**src/rtl/ssd_pkg.sv**
```systemverilog
// Shared definitions for the seven-segment scan controller and the decoder that consumes its digit codes.
package ssd_pkg;

  localparam logic [4:0] SSD_OFF = 5'h1F;

  typedef logic [4:0] ssd_code_t;

  // A counter that must hold the value 0 still needs a 1-bit register, so the result is at least 1.
  function automatic int clog2_min1(input int n);
    int r;
    r = 0;
    while ((1 << r) < n) r = r + 1;
    return (r < 1) ? 1 : r;
  endfunction

endpackage

```
**src/rtl/ssd_refresh_div.sv**
```systemverilog
// Free-running slot divider. slot_tick is high on the last cycle of each REFRESH_DIV-cycle digit slot.
module ssd_refresh_div
  import ssd_pkg::*;
#(
  parameter int REFRESH_DIV = 50000
) (
  input  logic clk,
  input  logic rst_n,
  output logic slot_tick
);

  localparam int CW = clog2_min1(REFRESH_DIV);

  logic [CW-1:0] r_div_cnt;

  assign slot_tick = (r_div_cnt == CW'(REFRESH_DIV - 1));

  always_ff @(posedge clk or negedge rst_n) begin
    if (!rst_n) begin
      r_div_cnt <= '0;
    end else if (slot_tick) begin
      r_div_cnt <= '0;
    end else begin
      r_div_cnt <= r_div_cnt + 1'b1;
    end
  end

endmodule

```
**src/rtl/ssd_scan_ctrl.sv**
```systemverilog
// Time-multiplexed scan controller for a common-anode seven-segment display with tear-free word commit.
// Optional leading-zero blanking is enabled by defining SSD_LEAD_ZERO_BLANK_EN.
module ssd_scan_ctrl
  import ssd_pkg::*;
#(
  parameter int NUM_DIGITS  = 4,
  parameter int REFRESH_DIV = 50000
) (
  input  logic                    clk,
  input  logic                    rst_n,
  input  logic                    disp_en,
  input  logic [4*NUM_DIGITS-1:0] load_data,
  input  logic                    load_valid,
  output logic                    load_ready,
  output ssd_code_t               number,
  output logic [NUM_DIGITS-1:0]   digit_sel_n,
  output logic                    frame_tick
);

  localparam int IDX_W = clog2_min1(NUM_DIGITS);

  logic [IDX_W-1:0]        r_dig_idx;
  logic [4*NUM_DIGITS-1:0] r_active;
  logic [4*NUM_DIGITS-1:0] r_shadow;
  logic                    r_pending;

  logic                    w_slot_tick;
  logic                    w_last_digit;
  logic                    w_commit;
  logic [3:0]              w_nib;
  logic [NUM_DIGITS-1:0]   w_blank;
  logic [NUM_DIGITS-1:0]   w_sel_onehot;

  ssd_refresh_div #(
    .REFRESH_DIV(REFRESH_DIV)
  ) u_div (
    .clk      (clk),
    .rst_n    (rst_n),
    .slot_tick(w_slot_tick)
  );

  // Load handshake: a word transfers on any cycle where load_valid && load_ready. load_ready
  // is low while a word waits in the shadow register; the requester must hold load_data stable.
  assign load_ready   = !r_pending;
  assign w_last_digit = (r_dig_idx == IDX_W'(NUM_DIGITS - 1));
  assign w_commit     = w_slot_tick && w_last_digit && r_pending;
  assign w_nib        = r_active[4*r_dig_idx +: 4];
  assign w_sel_onehot = NUM_DIGITS'(1) << r_dig_idx;

`ifdef SSD_LEAD_ZERO_BLANK_EN
  // A digit is blank when it and every more significant nibble are zero; digit 0 always shows.
  always_comb begin
    w_blank = '0;
    w_blank[NUM_DIGITS-1] = (r_active[4*(NUM_DIGITS-1) +: 4] == 4'h0);
    for (int i = NUM_DIGITS - 2; i >= 1; i--) begin
      w_blank[i] = w_blank[i+1] && (r_active[4*i +: 4] == 4'h0);
    end
    w_blank[0] = 1'b0;
  end
`else
  assign w_blank = '0;
`endif

  always_ff @(posedge clk or negedge rst_n) begin
    if (!rst_n) begin
      r_dig_idx   <= '0;
      r_active    <= '0;
      r_shadow    <= '0;
      r_pending   <= 1'b0;
      number      <= SSD_OFF;
      digit_sel_n <= '1;
      frame_tick  <= 1'b0;
    end else begin
      frame_tick <= w_commit;

      if (w_slot_tick) begin
        r_dig_idx <= w_last_digit ? '0 : r_dig_idx + 1'b1;
      end

      // Commit only ever happens while pending, when load_ready is low, so it cannot collide with a transfer.
      if (w_commit) begin
        r_active  <= r_shadow;
        r_pending <= 1'b0;
      end else if (load_valid && load_ready) begin
        r_shadow  <= load_data;
        r_pending <= 1'b1;
      end

      if (disp_en) begin
        digit_sel_n <= ~w_sel_onehot;
        number      <= w_blank[r_dig_idx] ? SSD_OFF : {1'b0, w_nib};
      end else begin
        digit_sel_n <= '1;
        number      <= SSD_OFF;
      end
    end
  end

endmodule

```
**config.mk**
```make
export PLATFORM = sky130hd
export DESIGN_NAME = ssd_scan_ctrl
export DESIGN_NICKNAME = d
export VERILOG_FILES = /design/src/rtl/ssd_pkg.sv /design/src/rtl/ssd_refresh_div.sv /design/src/rtl/ssd_scan_ctrl.sv
export SDC_FILE = /design/constraint.sdc
export NUM_CORES = 1
export LEC_CHECK = 0
export BUFFER_PORTS_ARGS = -buffer_cell sky130_fd_sc_hd__buf_2
export CAP_MARGIN = 20
export CORE_UTILIZATION = 40
export CTS_CLUSTER_DIAMETER = 60
export DETAILED_ROUTE_END_ITERATION = 6
export PLACE_DENSITY = 0.58
export RECOVER_POWER = 50
export SLEW_MARGIN = 40
export SYNTH_ARGS = -nofsm -noshare
export SYNTH_HDL_FRONTEND = slang
export SYNTH_HIERARCHICAL = 1
export SYNTH_SLANG_ARGS = --single-unit
```
**constraint.sdc**
```tcl
create_clock -name clk -period 1.9 [get_ports clk]
set_clock_uncertainty 0.2 [all_clocks]
set_input_delay 0.095 -clock clk [delete_from_list [all_inputs] [get_ports clk]]
set_output_delay 0.095 -clock clk [all_outputs]
set_load 0.01 [all_outputs]
```
# After elaboration in Yosys (flattened, before gate mapping)
# Index checks and enable logic that the tools add are counted.
# classes
add_sub_neg,2
order_cmp,1
eq_ne,2
shifts,2
muxes,9
bitwise,2
reduce_logical,6
# op_table
op,count
"16-bit by 1-bit adder with 16-bit output, second input constant",1
"16-bit == test, second input constant",1
16-bit two-way mux,1
16-bit by 5-bit variable part select with 4-bit output,1
5-bit two-way mux,2
4-bit two-way mux,1
4-bit NOT,1
"1-bit by 2-bit << shifter with 4-bit output, first input constant",1
1-bit logical AND,3
"2-bit by 3-bit < comparator with 1-bit output, second input constant",1
1-bit two-way mux,3
"2-bit by 1-bit adder with 2-bit output, second input constant",1
1-bit binary-select mux with 2-bit select,1
"2-bit == test, second input constant",1
2-bit two-way mux,1
2-bit AND reduction,1
2-bit nonzero test,1
1-bit zero test,1
1-bit NOT,1
# totals
register_bits,61
inputBits,20
output_inout_bits,11
elab_cells,32

# Logic depth before layout (Yosys ltp)
# depth
word_depth,5
depth_mapped,8

# By module
# Netlist, hierarchy kept.
# by_module_without_submodules
mod,instances,cells_each,area_each_um2,seq_area_each_um2
ssd_scan_ctrl,1,109,1871.8,1137.3
ssd_refresh_div,1,67,762.0,400.4

# Worst setup path before layout
# No wires, ideal clock.
# synth_path
path_kind,flip-flop to flip-flop
from,register u_div.r_div_cnt[0]
to,register r_active[0]
arrival_time_ps,1783
required_ps,1575
slack_ps,-209
stages_incl_launch_ff,9
path_buffers,3
synth_period_minus_slack_ps,2109
path_cell_list,dfrtp_1 -> ha_1 -> and3_1 -> buf_2 -> and4_1 -> buf_6 -> nand3_4 -> buf_6 -> mux2_4
# synth_between
elab_chain_cells,3
# synth_lines
element,line_no,rtl
start: declaration,ssd_refresh_div.sv:14,logic [CW-1:0] r_div_cnt;
start signal: assignment,ssd_refresh_div.sv:24,r_div_cnt <= r_div_cnt + 1'b1;
16-bit == test,ssd_refresh_div.sv:16,assign slot_tick = (r_div_cnt == CW'(REFRESH_DIV - 1));
via w_slot_tick,ssd_scan_ctrl.sv:27,logic w_slot_tick;
1-bit logical AND (2 in series),ssd_scan_ctrl.sv:46,assign w_commit = w_slot_tick && w_last_digit && r_pending;
end signal: assignment,ssd_scan_ctrl.sv:82,r_active <= r_shadow;
end: declaration,ssd_scan_ctrl.sv:23,logic [4*NUM_DIGITS-1:0] r_active;
# The timed path passes the listed nets, and every way through them passes these cells.
# A chain may end at the register's enable or synchronous reset.

# Final worst setup path
# layout_path
from,register u_div.r_div_cnt[10]
to,register r_active[14]
# The elaborated chain is that of the path after synthesis.

==> flow_summary_export.csv <==
group,metric,value,unit
timing,maxSlewViolCount,0,
timing,final_hold_viol_count,0,
timing,min_period,1.915,ns
finish,area_growth,29.55,%
cts,clk_path_buf_depth,2,
flow_run,maxCapViolations,0,
worst_setup_path,cp_cell_sequence,"nor4bb_2, and4_4, nand3_4, buf_12, mux2_4",
timing,setup_viol,7,
power,ir_worst_vdd,0.4639,mV
outcome,violations,"negative setup slack",
detailed_routing,drtPass1Iterations,3,
cts,clk_latency,0.34,ns
yosys,synthTopCellsByCount,"dfrtp_1 (52), mux2_4 (18), mux2_2 (14)",
worst_setup_path,path_max_fanout,14,
placed_design,globalplace.congestion,0.7423,
grt,globalRouteOverflowTotal,0,
timing,relSlewSlack,0.4634,
placed_design,port_buffers,30,
detailed_routing,ant_nets,0,
grt,grtUsageTotal,0.1516,
detailed_routing,route.vias.total,1610,
die,die_h,83.15,um
yosys,yosysMostFrequentCell,"dfrtp_1",
die,fp.coreArea,0.006350,mm2
worst_setup_path,crit_type,"flip-flop to flip-flop",
finish,finalNetCount,279,
placed_design,place_ws,-0.05611,ns
placed_design,dp_hpwl,2966,um
power,power.switching,610.7,uW
detailed_routing,avgViaCountPerCell,4.792,
power,pwr_density_cell,781.6,mW/mm2
power,internal_power,2056,uW
worst_setup_path,r2r-end,"r_active[14]",
power,clkPwrFrac,0.427,
power,combPwrFrac,0.055,
finish,drive_gt1_frac,0.4865,
timing,fmaxAchievable,0.5223,GHz
yosys,yosys.area.top_type,"dfrtp_1",
timing,worst_slack,-0.01462,ns
cts,root_buffer,"clkbuf_8",
cts,cts-buffers-inserted,9,
cts,cts.htree.levels,3,
yosys,yosysTopAreaCellShare,0.4941,
grt,grt_max_degree,62,
yosys,synth_async_sr_flop_share,1.000,
die,chipWidth,83.15,um
finish,final_area,0.003412,mm2
worst_setup_path,r2r_slack,-0.01,ns
yosys,synth.avg_cell_area,14.96,um2
die,dieArea,0.006913,mm2
worst_setup_path,r2r-start,"u_div/r_div_cnt[10]",
yosys,synth_fp_nets,201,
worst_setup_path,critical_path.endpoint_type,"flip-flop",
cts,clkTransAtPathRegs,0.07,ns
timing,rsz0062_at_grt,"true",
timing,min_period_over_period,1.008,
grt,antenna_found_initial,0,
yosys,synthTopCellsByArea,"dfrtp_1 (49%), mux2_4 (10%), dfstp_2 (9.0%), mux2_2 (6.0%), mux4_2 (3.4%)",
yosys,ys_warn_count,6,
detailed_routing,routed_wl,4484,um
grt,grt_pass1_wl,7990,um
die,io_pins,31,
worst_setup_path,r2r_cells,5,
die,initial_core_util,0.4148,
yosys,netlist_area,0.002634,mm2
worst_setup_path,worstPathRequired,1.92,ns
worst_setup_path,start_kind,"flip-flop",
worst_setup_path,crit_path_top_delay_cell,"dfrtp_1",
cts,cts_tree,"done",
timing,fin_hold_ws,0.2936,ns
power,finalPower,2667,uW
yosys,synth-edff-count,0,
power,p_sw_frac,0.2290,
yosys,synth_cell_type_count,34,
detailed_routing,drt_iter0_markers,48,
cts,clock_sinks,61,
finish,antenna_cells,0,
yosys,synth_cells,176,
yosys,synthFlopType,"dfrtp_1",
worst_setup_path,cp_slowest_stage_delay,0.39,ns
power,leakage,0.001673,uW
placed_design,post_dp_cell_area,0.003013,mm2
power,seqPwrFrac,0.517,
die,row_count,29,
grt,grt_pass1_vias,1753,
timing,worst_pin_slew,0.8050,ns
worst_setup_path,arrival,1.94,ns
outcome,outcome,"complete, but fails checks",
detailed_routing,wire_per_inst,13.35,um
detailed_routing,post-route-drc-count,0,
yosys,synth-seq-area-share,0.5838,
yosys,ys_ff_latch,61,
min_path,hold_path.class,"input port to asynchronous set/reset pin",
## area by class of cell
type                       instances  area, um2
sequential                        61       1538
timing repair buffer              73      531.8
tap                               77      96.34
multi-input combinational        103       1026
inverter                           6      22.52
clock buffer                       9      123.9
fill                             553       2938
clock inverter                     7      73.82
## power groups by stage
stage / logic, uW / clock network, uW / registers [uW]
2_1_floorplan: 57.5 / 0 / 1400
3_3_place_gp: 123 / 0 / 1410
3_5_place_dp: 126 / 0 / 1410
4_1_cts: 156 / 1180 / 1380
5_1_grt: 166 / 1240 / 1390
6_report: 148 / 1140 / 1380
## critical path: cells and delay by family (launching register included)
kind,cells,cell delay (ns)
simple gates,3,0.74
buf+inv,1,0.16
flops,1,0.39
mux,1,0.29
## what timing repair did
item,CTS,global route
setup buffers,1,0
cloned,0,0
hold buffers,19,0
gates resized for setup,4,2
endpoints found under the setup margin,16,17
pin swaps,1,2
endpoints found under the hold margin,87,0
## layer usage
metal / routed length (um) / track usage / up-vias
li1: - / - / 769
met1: 2050 / 0.1891 / 807
met2: 2191 / 0.2429 / 26
met3: 139 / 0.04175 / 8
met4: 102 / 0.07524 / 0
met5: 0 / 0 / -
## kinds of logic after synthesis
kind of cell,share of synthesized area
flops,0.5838
simple gates,0.1050
mux,0.2005
xor+xnor,0.03990
buf+inv,0.03515
compound gates,0.01188
fa+ha+maj,0.02375
## metrics by stage
stage	setup TNS (ns)	util	instances
5_1_grt	-0.7461	0.5373	336
3_3_place_gp	-0.2651	0.4745	300
3_5_place_dp	-0.5800	0.4745	300
6_report	-0.05992	0.5373	336
4_1_cts	0	0.5389	336
2_1_floorplan	-1.214	-	176
## registers in the layout (all words and copies together) (netlist names)
register / count
r_dig_idx: 2
frame_tick: 1
u_div/r_div_cnt: 16
number: 5
digit_sel_n: 4
r_shadow: 16
r_active: 16
r_pending: 1
## worst max path at each step
stage	startpoint	to	slack, ns
CTS	u_div/r_div_cnt[11]	r_active[14]	0.003
global placement	u_div/r_div_cnt[11]	r_active[14]	-0.03
detailed placement	u_div/r_div_cnt[1]	r_active[14]	-0.06
finish	u_div/r_div_cnt[10]	r_active[14]	-0.01
global route	u_div/r_div_cnt[10]	r_active[14]	-0.07
floorplan	u_div/r_div_cnt[0]	r_active[0]	-0.14
## placed cells by master (no fill, tap or decap), drive strengths merged, types with 2 or more instances in the layout
| cell | netlist | layout |
|---|---|---|
| dfstp | 9 | 9 |
| nand2b | 5 | 5 |
| nor2 | 7 | 7 |
| o21ai | 2 | 2 |
| and4 | 5 | 5 |
| dlygate4sd3 | 0 | 19 |
| clkbuf | 0 | 11 |
| and3 | 2 | 2 |
| ha | 5 | 5 |
| dfrtp | 52 | 52 |
| mux4 | 4 | 4 |
| buf | 6 | 52 |
| nand2 | 9 | 9 |
| nand3 | 4 | 4 |
| xor2 | 8 | 8 |
| nor2b | 2 | 2 |
| nand4 | 3 | 3 |
| and2 | 3 | 3 |
| xnor2 | 4 | 4 |
| clkinv | 0 | 4 |
| inv | 6 | 7 |
| mux2 | 32 | 32 |
Note: power is estimated with default switching activity, not from simulation.
